**config.mk**
```make
export PLATFORM = sky130hd
export DESIGN_NAME = imem_fetch_resp
export DESIGN_NICKNAME = d
export VERILOG_FILES = /design/src/rtl/imem_pkg.sv /design/src/rtl/imem_array.sv /design/src/rtl/imem_fetch_resp.sv
export SDC_FILE = /design/constraint.sdc
export NUM_CORES = 2
export LEC_CHECK = 0
export CAP_MARGIN = 20
export CORE_UTILIZATION = 25
export DETAILED_ROUTE_END_ITERATION = 10
export PLACE_DENSITY = 0.5
export RECOVER_POWER = 25
export SLEW_MARGIN = 30
export SYNTH_ARGS = -nofsm -noshare
export SYNTH_HDL_FRONTEND = slang
export SYNTH_SLANG_ARGS = --single-unit
```
**constraint.sdc**
```tcl
create_clock -name clock -period 3.35 [get_ports clock]
set_input_delay 0.67 -clock clock [delete_from_list [all_inputs] [get_ports clock]]
set_output_delay 0.67 -clock clock [all_outputs]
set_load 0.02 [all_outputs]
```
**src/rtl/imem_pkg.sv**
```systemverilog
// Shared types and constants for the instruction-fetch responder.
// Optional misaligned-fetch checking is enabled by defining IMEM_MISALIGN_CHECK_EN.
package imem_pkg;

  localparam int unsigned INSTR_W = 32;
  localparam logic [INSTR_W-1:0] RV_NOP = 32'h0000_0013;

  typedef enum logic [1:0] {
    IDLE = 2'd0,
    WAIT = 2'd1,
    RESP = 2'd2
  } fetch_state_e;

  function automatic logic misaligned(input logic [1:0] byte_off);
    return byte_off != 2'b00;
  endfunction

endpackage

```
**src/rtl/imem_array.sv**
```systemverilog
// Instruction word store: one write port, one registered read port.
// Only the read-data register is reset; the storage keeps its contents across reset.
module imem_array
  import imem_pkg::*;
#(
  parameter int unsigned IDX_W = 6
) (
  input  logic               clock,
  input  logic               reset,
  input  logic               we_i,
  input  logic [IDX_W-1:0]   waddr_i,
  input  logic [INSTR_W-1:0] wdata_i,
  input  logic               re_i,
  input  logic [IDX_W-1:0]   raddr_i,
  output logic [INSTR_W-1:0] rdata_o
);

  localparam int unsigned DEPTH = 1 << IDX_W;

  logic [INSTR_W-1:0] mem_q [DEPTH];
  logic [INSTR_W-1:0] rdata_q;

  always_ff @(posedge clock) begin
    if (we_i) mem_q[waddr_i] <= wdata_i;
  end

  // Read samples the pre-edge contents, so a same-edge write is not seen.
  always_ff @(posedge clock or posedge reset) begin
    if (reset)     rdata_q <= '0;
    else if (re_i) rdata_q <= mem_q[raddr_i];
  end

  assign rdata_o = rdata_q;

endmodule

```
**src/rtl/imem_fetch_resp.sv**
```systemverilog
// Fixed-latency instruction fetch responder over a preloadable word store.
// Define IMEM_MISALIGN_CHECK_EN to flag misaligned fetches (fault + NOP).
module imem_fetch_resp
  import imem_pkg::*;
#(
  parameter int unsigned ADDR_W  = 8,
  parameter int unsigned LATENCY = 2
) (
  input  logic               clock,
  input  logic               reset,
  input  logic               req_valid,
  input  logic [ADDR_W-1:0]  req_addr,
  output logic               req_ready,
  output logic               resp_valid,
  output logic [INSTR_W-1:0] resp_instr,
  output logic               resp_fault,
  input  logic               resp_ready,
  input  logic               ld_en,
  input  logic [ADDR_W-1:0]  ld_addr,
  input  logic [INSTR_W-1:0] ld_data
);

  localparam int unsigned IDX_W    = ADDR_W - 2;
  localparam logic [2:0]  CNT_LOAD = (LATENCY >= 2) ? 3'(LATENCY - 2) : 3'd0;

  fetch_state_e       state_q, state_d;
  logic [2:0]         cnt_q, cnt_d;
  logic [IDX_W-1:0]   idx_q, idx_d;
  logic               mis_q, mis_d;
  logic               fault_q, fault_d;
  logic               rdy_q;
  logic               accept;
  logic               req_mis;
  logic               rd_en;
  logic [IDX_W-1:0]   rd_idx;
  logic [INSTR_W-1:0] rdata;
  logic               unused_ld_lo;

`ifdef IMEM_MISALIGN_CHECK_EN
  assign req_mis = misaligned(req_addr[1:0]);
`else
  assign req_mis = 1'b0;
`endif

  assign accept = req_valid && rdy_q;

  always_comb begin
    state_d = state_q;
    cnt_d   = cnt_q;
    idx_d   = idx_q;
    mis_d   = mis_q;
    fault_d = fault_q;
    rd_en   = 1'b0;
    rd_idx  = idx_q;
    case (state_q)
      IDLE: begin
        if (accept) begin
          idx_d = req_addr[ADDR_W-1:2];
          mis_d = req_mis;
          if (LATENCY == 1) begin
            state_d = RESP;
            rd_en   = 1'b1;
            rd_idx  = req_addr[ADDR_W-1:2];
            fault_d = req_mis;
          end else begin
            state_d = WAIT;
            cnt_d   = CNT_LOAD;
          end
        end
      end
      WAIT: begin
        if (cnt_q == '0) begin
          state_d = RESP;
          rd_en   = 1'b1;
          fault_d = mis_q;
        end else begin
          cnt_d = cnt_q - 3'd1;
        end
      end
      RESP: begin
        if (resp_ready) begin
          state_d = IDLE;
          fault_d = 1'b0;
        end
      end
      default: state_d = IDLE;
    endcase
  end

  // req_ready is a registered decode so it stays low through reset and has no input path.
  always_ff @(posedge clock or posedge reset) begin
    if (reset) begin
      state_q <= IDLE;
      cnt_q   <= '0;
      idx_q   <= '0;
      mis_q   <= 1'b0;
      fault_q <= 1'b0;
      rdy_q   <= 1'b0;
    end else begin
      state_q <= state_d;
      cnt_q   <= cnt_d;
      idx_q   <= idx_d;
      mis_q   <= mis_d;
      fault_q <= fault_d;
      rdy_q   <= (state_d == IDLE);
    end
  end

  imem_array #(
    .IDX_W (IDX_W)
  ) u_array (
    .clock   (clock),
    .reset   (reset),
    .we_i    (ld_en),
    .waddr_i (ld_addr[ADDR_W-1:2]),
    .wdata_i (ld_data),
    .re_i    (rd_en),
    .raddr_i (rd_idx),
    .rdata_o (rdata)
  );

  assign req_ready    = rdy_q;
  assign resp_valid   = (state_q == RESP);
  assign unused_ld_lo = ^ld_addr[1:0];

`ifdef IMEM_MISALIGN_CHECK_EN
  assign resp_fault = fault_q;
  assign resp_instr = fault_q ? RV_NOP : rdata;
`else
  logic unused_mis;
  assign unused_mis = ^{req_addr[1:0], mis_q, fault_q};
  assign resp_fault = 1'b0;
  assign resp_instr = rdata;
`endif

endmodule

```
==> flow_summary_export.csv <==
group,metric,value,unit
yosys,synth.cell_area,79430,um^2
finish,final_layout_size_suffix_gt1_share,22.31,%
global_routing,maximum_number_of_pins_on_one_net_before_global_route_repair,75,
clock_tree,h-tree-depth,4,
clock_tree,worstSkewPairLatency,0.84,ns
finish,syn2layout_area_growth,19.38,%
pwr,comb_power_share,26.4,%
detailed_routing,drtAntennaViolNets,0,
status,outcome,"complete, but fails checks",
worst_setup_path,worst_setup_path_start_kind,"flop",
hold_path,hold_class,"input port to flop",
yosys,ys_dominant_reg_cell,"edfxtp_1",
die,fp.dieArea,320000,um^2
yosys,yosysUniqueCellTypes,41,
yosys,synthTopCellsByArea,"edfxtp_1 (77%), mux4_2 (8.2%), mux2i_1 (5.6%), a22oi_1 (1.8%), dfrtp_1 (1.4%)",
timing,holdWs,0.3964,ns
timing,clock_skew,0.02685,ns
worst_setup_path,critPathArrivalTime,3.92,ns
finish,filler_cell_count,30680,
pwr,power_density,750.6,nW/um^2
global_routing,grt_usage,13.41,%
yosys,synth_sequential_area_ratio,78.81,%
yosys,ys_ff_latch,2092,
finish,commonest_non_fill_non_tap_cells_in_the_layout,"edfxtp_1 (2,048), mux2i_1 (448), mux4_2 (288), clkbuf_16 (214), buf_4 (193)",
status,failed_checks,"capacitance limit, slew limit",
timing,grt_setup_unrepaired,"false",
global_routing,grt_overflow,0,
yosys,fraction_of_synthesized_cell_area_taken_by_the_top_area_cell_type,77.43,%
finish,final_common_cell,"edfxtp_1",
detailed_routing,drc_errors,0,
timing,setup_total_negative_slack,0,ns
timing,slew_viol_final,1100,
placement,numPortBuffers,82,
clock_tree,cts.clk_slew.worst_paths,0.06,ns
clock_tree,num_cts_buffers,211,
die,die-height,565.7,um
clock_tree,tritoncts,"done",
yosys,async_reset_ff_share,2.103,%
pwr,power_frac_seq,41.9,%
clock_tree,post-cts-setup-buffers,0,
clock_tree,post_cts.resized_instances,0,
detailed_routing,drt-pass1-iter-count,7,
pwr,p_int,0.05010,W
timing,finalWorstPathRequiredPeriod,3.185,ns
detailed_routing,total_wirelength_of_the_detailed_routed_design,217700,um
detailed_routing,route.detailed.vias_per_inst,4.600,
worst_setup_path,crit_path_max_fanout,26,
die,start_util,25.18,%
placement,hpwl,124500,um
finish,fin_nets,4225,
finish,final-seq-area,62610,um^2
yosys,ys_warn_count,0,
timing,report.final.hold_viol_count,0,
yosys,synth-edff-count,2048,
global_routing,antenna_found_initial,17,
global_routing,top_usage_layer,"met2",
pwr,power_switching,0.02107,W
timing,layout_worst_path_cycle_share,95.08,%
timing,final_setup_vio_count,0,
global_routing,first_global_vias,40150,
worst_setup_path,required,4.08,ns
global_routing,grt_util_met1,18.05,%
die,core.rowCount,206,
timing,worst_slew_pin_slew,3.402,ns
detailed_routing,drt_iter0_drc,3396,
global_routing,grt_util_met3,2.347,%
die,chipWidth,565.7,um
timing,worst_slew_margin_rel,-126.8,%
pwr,worst_ir_drop_vdd,0.5678,mV
placement,gp_routability_congestion,0.7484,
placement,place_area,88330,um^2
clock_tree,cts_num_sinks,2092,
global_routing,met2_routing_resource_usage_after_global_routing,22.35,%
job,cap_viol_max_count,20,
die,pin_count,88,
pwr,share_clk_of_total_power,31.7,%
detailed_routing,routed_wl_per_cell,25.58,um
timing,max_freq,314.0,MHz
yosys,yosys.area.top_type,"edfxtp_1",
worst_setup_path,setup.worst_path.end_class,"flop",
pwr,total_leakage_power,29.95,nW
clock_tree,cts_buffer_depth,3,
finish,multiInputGateArea,16320,um^2
yosys,synth.avg_cell_area,20.87,um^2
pwr,power.share.switching,29.60,%
global_routing,grt_first_pass_wirelength,305700,um
clock_tree,cts-hold-fix-buffers,0,
yosys,netlist_instances,3805,
clock_tree,root_buffer,"clkbuf_16",
worst_setup_path,setup.worst_path.class,"flop to flop",
yosys,syn_nets,3860,
detailed_routing,via_count,39140,
finish,fin_area,94820,um^2
die,placeable_core_region,315500,um^2
critical path, stage by stage (launching register included):
cell and delay (ns):
dfrtp_4 0.76, buf_12 0.32, mux4_2 0.55, a22o_1 0.25, a31oi_1 0.39, buf_4 0.20
a31oi_1 0.08, buf_4 0.22, a211o_1 0.26
synth_stat cells (8+ instances only):
master and count:
nand3_1 70, nand2_1 45, clkbuf_1 98, buf_4 17, dfrtp_1 44, nor2_1 69
o211ai_1 32, a22oi_1 192, edfxtp_1 2048, mux4_2 288, nor4_1 32, buf_2 101
a31oi_1 64, a21oi_1 33, a211o_1 32, nor2b_1 9, mux2_2 8, o22ai_1 96
a22o_1 32, mux2i_1 448
power groups by stage:
stage          Combinational [W]  Clock [W]  Sequential [W]
6_report                  0.0188     0.0225          0.0298
2_1_floorplan             0.0118          0          0.0301
3_3_place_gp              0.0191          0          0.0304
3_5_place_dp              0.0191          0          0.0304
4_1_cts                   0.0191     0.0231          0.0298
5_1_grt                   0.0200     0.0240          0.0299
cell type report:
cell class / count / share of cell area (%)
Tap cell: 4160 / 5.489
Multi-Input combinational cell: 1482 / 17.21
Sequential cell: 2092 / 66.03
Antenna cell: 7 / 0.01847
Inverter: 4 / 0.01583
Timing Repair Buffer: 379 / 4.340
Clock inverter: 120 / 1.002
Clock buffer: 266 / 5.896
flip-flops by register name (all words and copies together), names as in the netlist:
| name | cells |
|---|---|
| u_array.mem_q | 2048 |
| u_array.rdata_o | 32 |
| idx_q | 6 |
| cnt_q | 3 |
| state_q | 2 |
| req_ready | 1 |
metrics by stage:
stage          worst slack (ns)  cells  total power, W  util [%]
2_1_floorplan            0.1828   3805         0.04186         -
3_3_place_gp             0.1427   8116         0.04944     27.99
3_5_place_dp             0.1379   8116         0.04950     28.00
4_1_cts                  0.1425   8502         0.07204     30.07
5_1_grt                 0.04268   8505         0.07384     30.05
6_report                 0.1648   8510         0.07117     30.06
metal layers:
metal,routed length [um],vias up,part of all wire [%]
li1,-,16750,-
met5,50,-,0.023
met2,106200,981,49
met4,4540,8,2.1
met3,11350,291,5.2
met1,95550,21110,44
cell families (layout without fill, tap and decap cells):
logic type,Yosys count,count (layout),share of synthesized area (%)
flip-flops,2092,2092,78.81
multiplexers,744,744,13.93
AO/OA/AOI/OAI,483,483,4.307
AND/OR/NAND/NOR,252,252,1.539
buffers and inverters,231,769,1.378
adder cells (fa/ha/maj),2,2,0.03150
other,1,8,0.004721
worst paths after layout:
kind	depth (start not counted)	slack, ns	end	from
min in group asynchronous	2	0.58	u_array.rdata_o[25]$_DFFE_PP0P_	reset
min reg2reg	1	0.49	u_array.rdata_o[8]$_DFFE_PP0P_	u_array.rdata_o[8]$_DFFE_PP0P_
max	8	0.16	u_array.rdata_o[21]$_DFFE_PP0P_	idx_q[0]$_DFFE_PP0P_
max reg2reg	8	0.16	u_array.rdata_o[21]$_DFFE_PP0P_	idx_q[0]$_DFFE_PP0P_
min	1	0.40	u_array.mem_q[3][7]$_DFFE_PP_	ld_data[7]
max in group asynchronous	3	1.92	idx_q[0]$_DFFE_PP0P_	reset
Power figures use the tool's default switching activity.
